**config.mk**
```make
export PLATFORM = sky130hd
export DESIGN_NAME = operation_sched
export DESIGN_NICKNAME = d
export VERILOG_FILES = /design/src/rtl/operation_sched.sv
export SDC_FILE = /design/constraint.sdc
export NUM_CORES = 1
export LEC_CHECK = 0
export ABC_CLOCK_PERIOD_IN_PS = 2500
export CAP_MARGIN = 20
export CORE_AREA = 2 2 93 95
export CTS_CLUSTER_SIZE = 28
export DETAILED_ROUTE_END_ITERATION = 16
export DIE_AREA = 0 0 95 97
export GPL_TIMING_DRIVEN = 0
export PLACE_DENSITY = 0.91
export SYNTH_ARGS = -nofsm -noshare
export SYNTH_HDL_FRONTEND = slang
export SYNTH_SLANG_ARGS = --single-unit
export TNS_END_PERCENT = 50
```
**constraint.sdc**
```tcl
create_clock -name CLK -period 2.5 [get_ports CLK]
set_input_delay 0.25 -clock CLK [delete_from_list [all_inputs] [get_ports CLK]]
set_output_delay 0.25 -clock CLK [all_outputs]
set_load 0.005 [all_outputs]
```
**src/rtl/operation_sched.sv**
```systemverilog
// Round-robin scheduler sharing one ST/RD/RES operation unit among NREQ requesters.
// Optional watchdog enabled by defining OPSCHED_TIMEOUT_EN.
module operation_sched #(
  parameter int BW   = 16,
  parameter int NREQ = 4,
  parameter int IDW  = 2,
  parameter int TMO  = 255
) (
  input  logic                 CLK,
  input  logic                 RST,
  input  logic [NREQ-1:0]      REQ,
  input  logic [NREQ*BW-1:0]   REQ_IN0,
  input  logic [NREQ*BW-1:0]   REQ_IN1,
  output logic [NREQ-1:0]      ACK,
  output logic [BW-1:0]        RES_OUT,
  output logic [IDW-1:0]       GNT_ID,
  output logic                 BUSY,
  output logic                 ERR,
  output logic                 OP_ST,
  output logic [BW-1:0]        OP_IN0,
  output logic [BW-1:0]        OP_IN1,
  input  logic                 OP_RD,
  input  logic [BW-1:0]        OP_RES
);

  if (NREQ < 2 || NREQ > 8) begin : g_bad_nreq
    $error("operation_sched: NREQ must be in 2..8");
  end
  if ((1 << IDW) < NREQ) begin : g_bad_idw
    $error("operation_sched: IDW too narrow for NREQ");
  end
  if (TMO < 1 || TMO > 255) begin : g_bad_tmo
    $error("operation_sched: TMO must be in 1..255");
  end

  typedef enum logic [1:0] {
    IDLE      = 2'd0,
    WAIT_LOW  = 2'd1,
    WAIT_HIGH = 2'd2
  } state_t;

  state_t          state_q, state_d;
  logic [IDW-1:0]  ptr_q, ptr_d;
  logic [NREQ-1:0] ack_q, ack_d;
  logic [BW-1:0]   res_q, res_d;
  logic [IDW-1:0]  gnt_q, gnt_d;
  logic            busy_q, busy_d;
  logic            st_q, st_d;
  logic [BW-1:0]   in0_q, in0_d;
  logic [BW-1:0]   in1_q, in1_d;

  logic [2*NREQ-1:0] req_dbl;
  logic [NREQ-1:0]   req_rot;
  logic [IDW:0]      win_sum;
  logic [IDW-1:0]    win_id;
  logic              found;
  logic [BW-1:0]     sel0, sel1;
  logic [NREQ-1:0]   gnt_onehot;
  logic [IDW-1:0]    ptr_next;
  logic              expire;

  // Rotate requests so bit 0 is the pointer position; first set bit wins.
  always_comb begin
    req_dbl = {REQ, REQ} >> ptr_q;
    req_rot = req_dbl[NREQ-1:0];
    found   = 1'b0;
    win_sum = '0;
    for (int unsigned k = 0; k < NREQ; k++) begin
      if (!found && req_rot[k]) begin
        found   = 1'b1;
        win_sum = {1'b0, ptr_q} + (IDW+1)'(k);
      end
    end
    if (win_sum >= (IDW+1)'(NREQ)) begin
      win_sum = win_sum - (IDW+1)'(NREQ);
    end
    win_id = win_sum[IDW-1:0];
  end

  always_comb begin
    sel0       = '0;
    sel1       = '0;
    gnt_onehot = '0;
    for (int unsigned i = 0; i < NREQ; i++) begin
      if (win_id == IDW'(i)) begin
        sel0 = REQ_IN0[i*BW +: BW];
        sel1 = REQ_IN1[i*BW +: BW];
      end
      gnt_onehot[i] = (gnt_q == IDW'(i));
    end
    ptr_next = (gnt_q == IDW'(NREQ-1)) ? '0 : gnt_q + IDW'(1);
  end

`ifdef OPSCHED_TIMEOUT_EN
  localparam logic [7:0] TMO_LAST = 8'(TMO - 1);

  logic [7:0] cnt_q, cnt_d;
  logic       err_q, err_d;

  assign expire = (state_q != IDLE) && (cnt_q == TMO_LAST);

  always_comb begin
    cnt_d = (state_q == IDLE) ? '0 : cnt_q + 8'd1;
    err_d = expire && !((state_q == WAIT_HIGH) && OP_RD);
  end

  always_ff @(posedge CLK or negedge RST) begin
    if (!RST) begin
      cnt_q <= '0;
      err_q <= 1'b0;
    end else begin
      cnt_q <= cnt_d;
      err_q <= err_d;
    end
  end

  assign ERR = err_q;
`else
  assign expire = 1'b0;
  assign ERR    = 1'b0;
`endif

  always_comb begin
    state_d = state_q;
    ptr_d   = ptr_q;
    ack_d   = '0;
    res_d   = res_q;
    gnt_d   = gnt_q;
    busy_d  = busy_q;
    st_d    = st_q;
    in0_d   = in0_q;
    in1_d   = in1_q;
    case (state_q)
      IDLE: begin
        if (found && OP_RD) begin
          in0_d   = sel0;
          in1_d   = sel1;
          gnt_d   = win_id;
          st_d    = 1'b1;
          busy_d  = 1'b1;
          state_d = WAIT_LOW;
        end
      end
      WAIT_LOW: begin
        // RD still high here only means the unit has not started yet.
        if (expire) begin
          st_d    = 1'b0;
          res_d   = '0;
          ack_d   = gnt_onehot;
          busy_d  = 1'b0;
          ptr_d   = ptr_next;
          state_d = IDLE;
        end else if (!OP_RD) begin
          st_d    = 1'b0;
          state_d = WAIT_HIGH;
        end
      end
      WAIT_HIGH: begin
        if (OP_RD) begin
          res_d   = OP_RES;
          ack_d   = gnt_onehot;
          busy_d  = 1'b0;
          ptr_d   = ptr_next;
          state_d = IDLE;
        end else if (expire) begin
          st_d    = 1'b0;
          res_d   = '0;
          ack_d   = gnt_onehot;
          busy_d  = 1'b0;
          ptr_d   = ptr_next;
          state_d = IDLE;
        end
      end
      default: state_d = IDLE;
    endcase
  end

  always_ff @(posedge CLK or negedge RST) begin
    if (!RST) begin
      state_q <= IDLE;
      ptr_q   <= '0;
      ack_q   <= '0;
      res_q   <= '0;
      gnt_q   <= '0;
      busy_q  <= 1'b0;
      st_q    <= 1'b0;
      in0_q   <= '0;
      in1_q   <= '0;
    end else begin
      state_q <= state_d;
      ptr_q   <= ptr_d;
      ack_q   <= ack_d;
      res_q   <= res_d;
      gnt_q   <= gnt_d;
      busy_q  <= busy_d;
      st_q    <= st_d;
      in0_q   <= in0_d;
      in1_q   <= in1_d;
    end
  end

  assign ACK     = ack_q;
  assign RES_OUT = res_q;
  assign GNT_ID  = gnt_q;
  assign BUSY    = busy_q;
  assign OP_ST   = st_q;
  assign OP_IN0  = in0_q;
  assign OP_IN1  = in1_q;

endmodule

```
==> impl_metrics.csv <==
group,metric,value,unit
status,status,"finished clean",
layout,antenna_cells,0,
sta,fmax,469.8,MHz
drt,wl_per_cell,17.48,um
logic_synthesis,netlist_instances,314,
cts,htree_levels,3,
sta,grt_setup_unrepaired,"no",
die,num_rows,33,
global_routing,grt_first_pass_wirelength,17.37,mm
cts,clkLatencyLatePin,0.33,ns
setup_path,cp_cell_sequence,"clkdlybuf4s50_1 > nor3b_2 > nand2_4 > nor2_2 > clkbuf_1 > a31oi_1",
setup_path,critPathLaunchType,"input port",
logic_synthesis,yosys-top-cells-count,"nand2_1 (69), dfrtp_1 (60), a31oi_1 (33), nand2b_1 (33), o221ai_1 (33)",
drt,drt_pass1_iterations,4,
logic_synthesis,avgSynthCellArea,9.914,sq um
sta,worst_slew_pin_slew,0.6445,ns
sta,hold_violations,0,
sta,fin_crit,2.129,ns
global_routing,grt_pass1_vias,3567,
setup_path,slowest_delay,0.56,ns
die,coreArea,8134,sq um
die,die-area,9215,sq um
drt,ant_nets,0,
die,io_pins,208,
cts,tritoncts,"done",
sta,slew_headroom,0.5703,
sta,slew_violations,0,
sta,setup_viol,0,
sta,min_period_over_period,0.8514,
drt,via_count,3308,
setup_path,slowest_stage,"clkdlybuf4s50_1",
job,drv_cap,0,
setup_path,arrival,2.30,ns
power_and_ir_drop,power-per-cell-area,928.2,nW/um^2
layout,drive_above_1_share,0.09851,
logic_synthesis,netlist.area_leader.share,0.4823,
drt,via_per_inst,5.145,
cts,cts-buffers-inserted,9,
setup_path,r2r_start,"state_q[1]$_DFFE_PN0P_",
min_path,hold_class,"input port to async pin",
logic_synthesis,ys_seq_area_frac,0.4823,
die,initial_utilization,0.3827,
logic_synthesis,yosys_warnings,0,
power_and_ir_drop,p_leak,2.254,nW
global_routing,grt_max_degree,36,
cts,path_clk_slew,0.07,ns
sta,fin_worst_skew,0.008080,ns
setup_path,crit_type,"input port to flop",
drt,drt_wl_total,11.24,mm
setup_path,end_kind,"flop",
logic_synthesis,ys_types,32,
layout,fin_nets,688,
setup_path,reg2reg_depth,5,
cts,clock_tree.root_cell,"clkbuf_8",
setup_path,worstSetupStartpoint,"OP_RD",
logic_synthesis,synth_flop_cell,"dfrtp_1",
logic_synthesis,synth_seq_cells,60,
die,die_h,97,um
logic_synthesis,synth-async-reset-ratio,1.000,
sta,finalSetupTns,0,ns
logic_synthesis,synth_area_leader_cell,"dfrtp_1",
setup_path,crit_fanout,10,
logic_synthesis,syn_nets,469,
placed_design,gp_congestion,0.7958,
placed_design,hpwl,8.629,mm
cts,ctsResizeCount,0,
cts,cts_sinks,60,
drt,drc,0,
logic_synthesis,synth_area_leaders,"dfrtp_1 (48%), o221ai_1 (9.3%), nand2_1 (8.3%), a31oi_1 (6.6%), nand2b_1 (6.6%)",
logic_synthesis,synth-edff-count,0,
cts,cts.path.max_buffers,2,
layout,syn_to_final_growth,78.46,%
logic_synthesis,post-synth-top-count-cell,"nand2_1",
setup_path,crit_required,2.67,ns
logic_synthesis,syn-cell-area,3113,sq um
drt,drtIter0Drc,77,
die,fp.dieW,95,um
global_routing,overflow,0,
power_and_ir_drop,ir_drop,0.4129,mV
layout,nFillCells,630,
global_routing,antenna_found_initial,0,
layout,final_util,0.6830,
global_routing,grt_usage,0.2443,
placed_design,port_buffers,206,
[through the flow]
step	hold slack [ns]	instances	instance area, sq um	total power [mW]	setup WS, ns
3_3_place_gp	0.4633	625	5306	4.081	-0.7484
6_report	0.4690	643	5555	5.156	0.3715
3_5_place_dp	0.3131	626	5321	4.200	0.008320
4_1_cts	0.4564	643	5555	5.205	0.3847
2_1_floorplan	-0.04559	314	3113	2.755	0.9646
5_1_grt	0.4661	643	5555	5.507	0.2236
[worst max-delay path, delay by kind of cell]
| family | cells | cell delay, ns |
|---|---|---|
| buf+inv | 2 | 1.03 |
| simple gates | 3 | 0.81 |
| compound gates | 1 | 0.20 |
[what timing repair did]
action,CTS,global route
buffers inserted,0,0
hold endpoints to repair,25,0
hold buffers,1,0
[cells in the final DEF (no fill, tap or decap)]
cell / Yosys / routed
mux2_2: 18 / 18
or4_4: 1 / 1
nand2b_1: 33 / 33
a2111oi_2: 1 / 1
o21ai_0: 7 / 7
nor3b_2: 1 / 1
buf_12: 3 / 4
nand3b_1: 1 / 1
conb_1: 1 / 1
or2_1: 1 / 1
inv_2: 1 / 1
inv_6: 0 / 1
buf_6: 1 / 1
buf_2: 4 / 5
nand2_1: 69 / 69
nor2_1: 7 / 7
clkdlybuf4s50_1: 0 / 205
clkinv_2: 0 / 1
nor2_2: 1 / 1
nand4_1: 2 / 2
ha_1: 4 / 4
dlygate4sd3_1: 0 / 1
xnor2_1: 1 / 1
a21boi_1: 1 / 1
clkbuf_8: 0 / 9
buf_4: 2 / 2
nand2_4: 1 / 1
inv_1: 10 / 10
o221ai_1: 33 / 33
a221oi_1: 1 / 1
and2b_4: 1 / 1
a31oi_1: 33 / 33
bufinv_16: 0 / 2
clkbuf_1: 12 / 12
a21oi_1: 1 / 1
o31ai_1: 1 / 1
dfrtp_1: 60 / 60
o211a_1: 1 / 1
clkinv_4: 0 / 3
[path summary, 6_finish.rpt]
| check | to | slack, ns |
|---|---|---|
| worst max-delay path | OP_IN0[4]$_DFFE_PN0P_ | 0.37 |
| worst min-delay path | RES_OUT[1]$_DFFE_PN0P_ | 0.47 |
| worst max register to register | OP_IN0[4]$_DFFE_PN0P_ | 0.41 |
| worst min register to register | BUSY$_DFFE_PN0P_ | 0.49 |
| max in group asynchronous | OP_IN1[11]$_DFFE_PN0P_ | 1.41 |
| min in group CLK | OP_IN0[11]$_DFFE_PN0P_ | 0.47 |
[flip-flops by register name, indices dropped and copies added (netlist names)]
signal	count
OP_ST	1
ptr_q	2
ACK	4
RES_OUT	16
BUSY	1
GNT_ID	2
state_q	2
OP_IN1	16
OP_IN0	16
[cells by family (layout without fill, tap and decap cells)]
kind of cell             Yosys count  count (layout)  share of synthesized area
other                              1               1                   0.001205
multiplexers                      18              18                    0.06511
flip-flops                        60              60                     0.4823
adder cells (fa/ha/maj)            4               4                    0.01608
buffers and inverters             33             257                    0.06190
AO/OA/AOI/OAI                     79              79                     0.1877
AND/OR/NAND/NOR                  118             118                     0.1829
XOR/XNOR                           1               1                   0.002814
[layout make-up]
type	count	area (sq um)	share of cell area
Buffer	22	151.4	0.02725
Clock buffer	9	123.9	0.02230
Clock inverter	7	100.1	0.01802
Inverter	11	41.29	0.007432
Multi-Input combinational cell	221	1419	0.2554
Sequential cell	60	1501	0.2703
Tap cell	105	131.4	0.02365
Timing Repair Buffer	208	2087	0.3757
[power breakdown]
part           leakage [nW]  switching [mW]  internal, mW  total [mW]
combinational          1.45           0.976          1.54        2.51
sequential            0.692           0.263          1.40        1.66
clock                 0.114           0.415         0.568       0.983
total                  2.25            1.65          3.50        5.16
[layer usage]
layer,vias to the layer above,routed length (um),GRT usage
met2,163,5833,0.4446
li1,1570,-,-
met1,1563,4209,0.2722
met3,12,1064,0.07321
met5,-,0,0
met4,0,131,0.06355
Power figures use the tool's default switching activity.
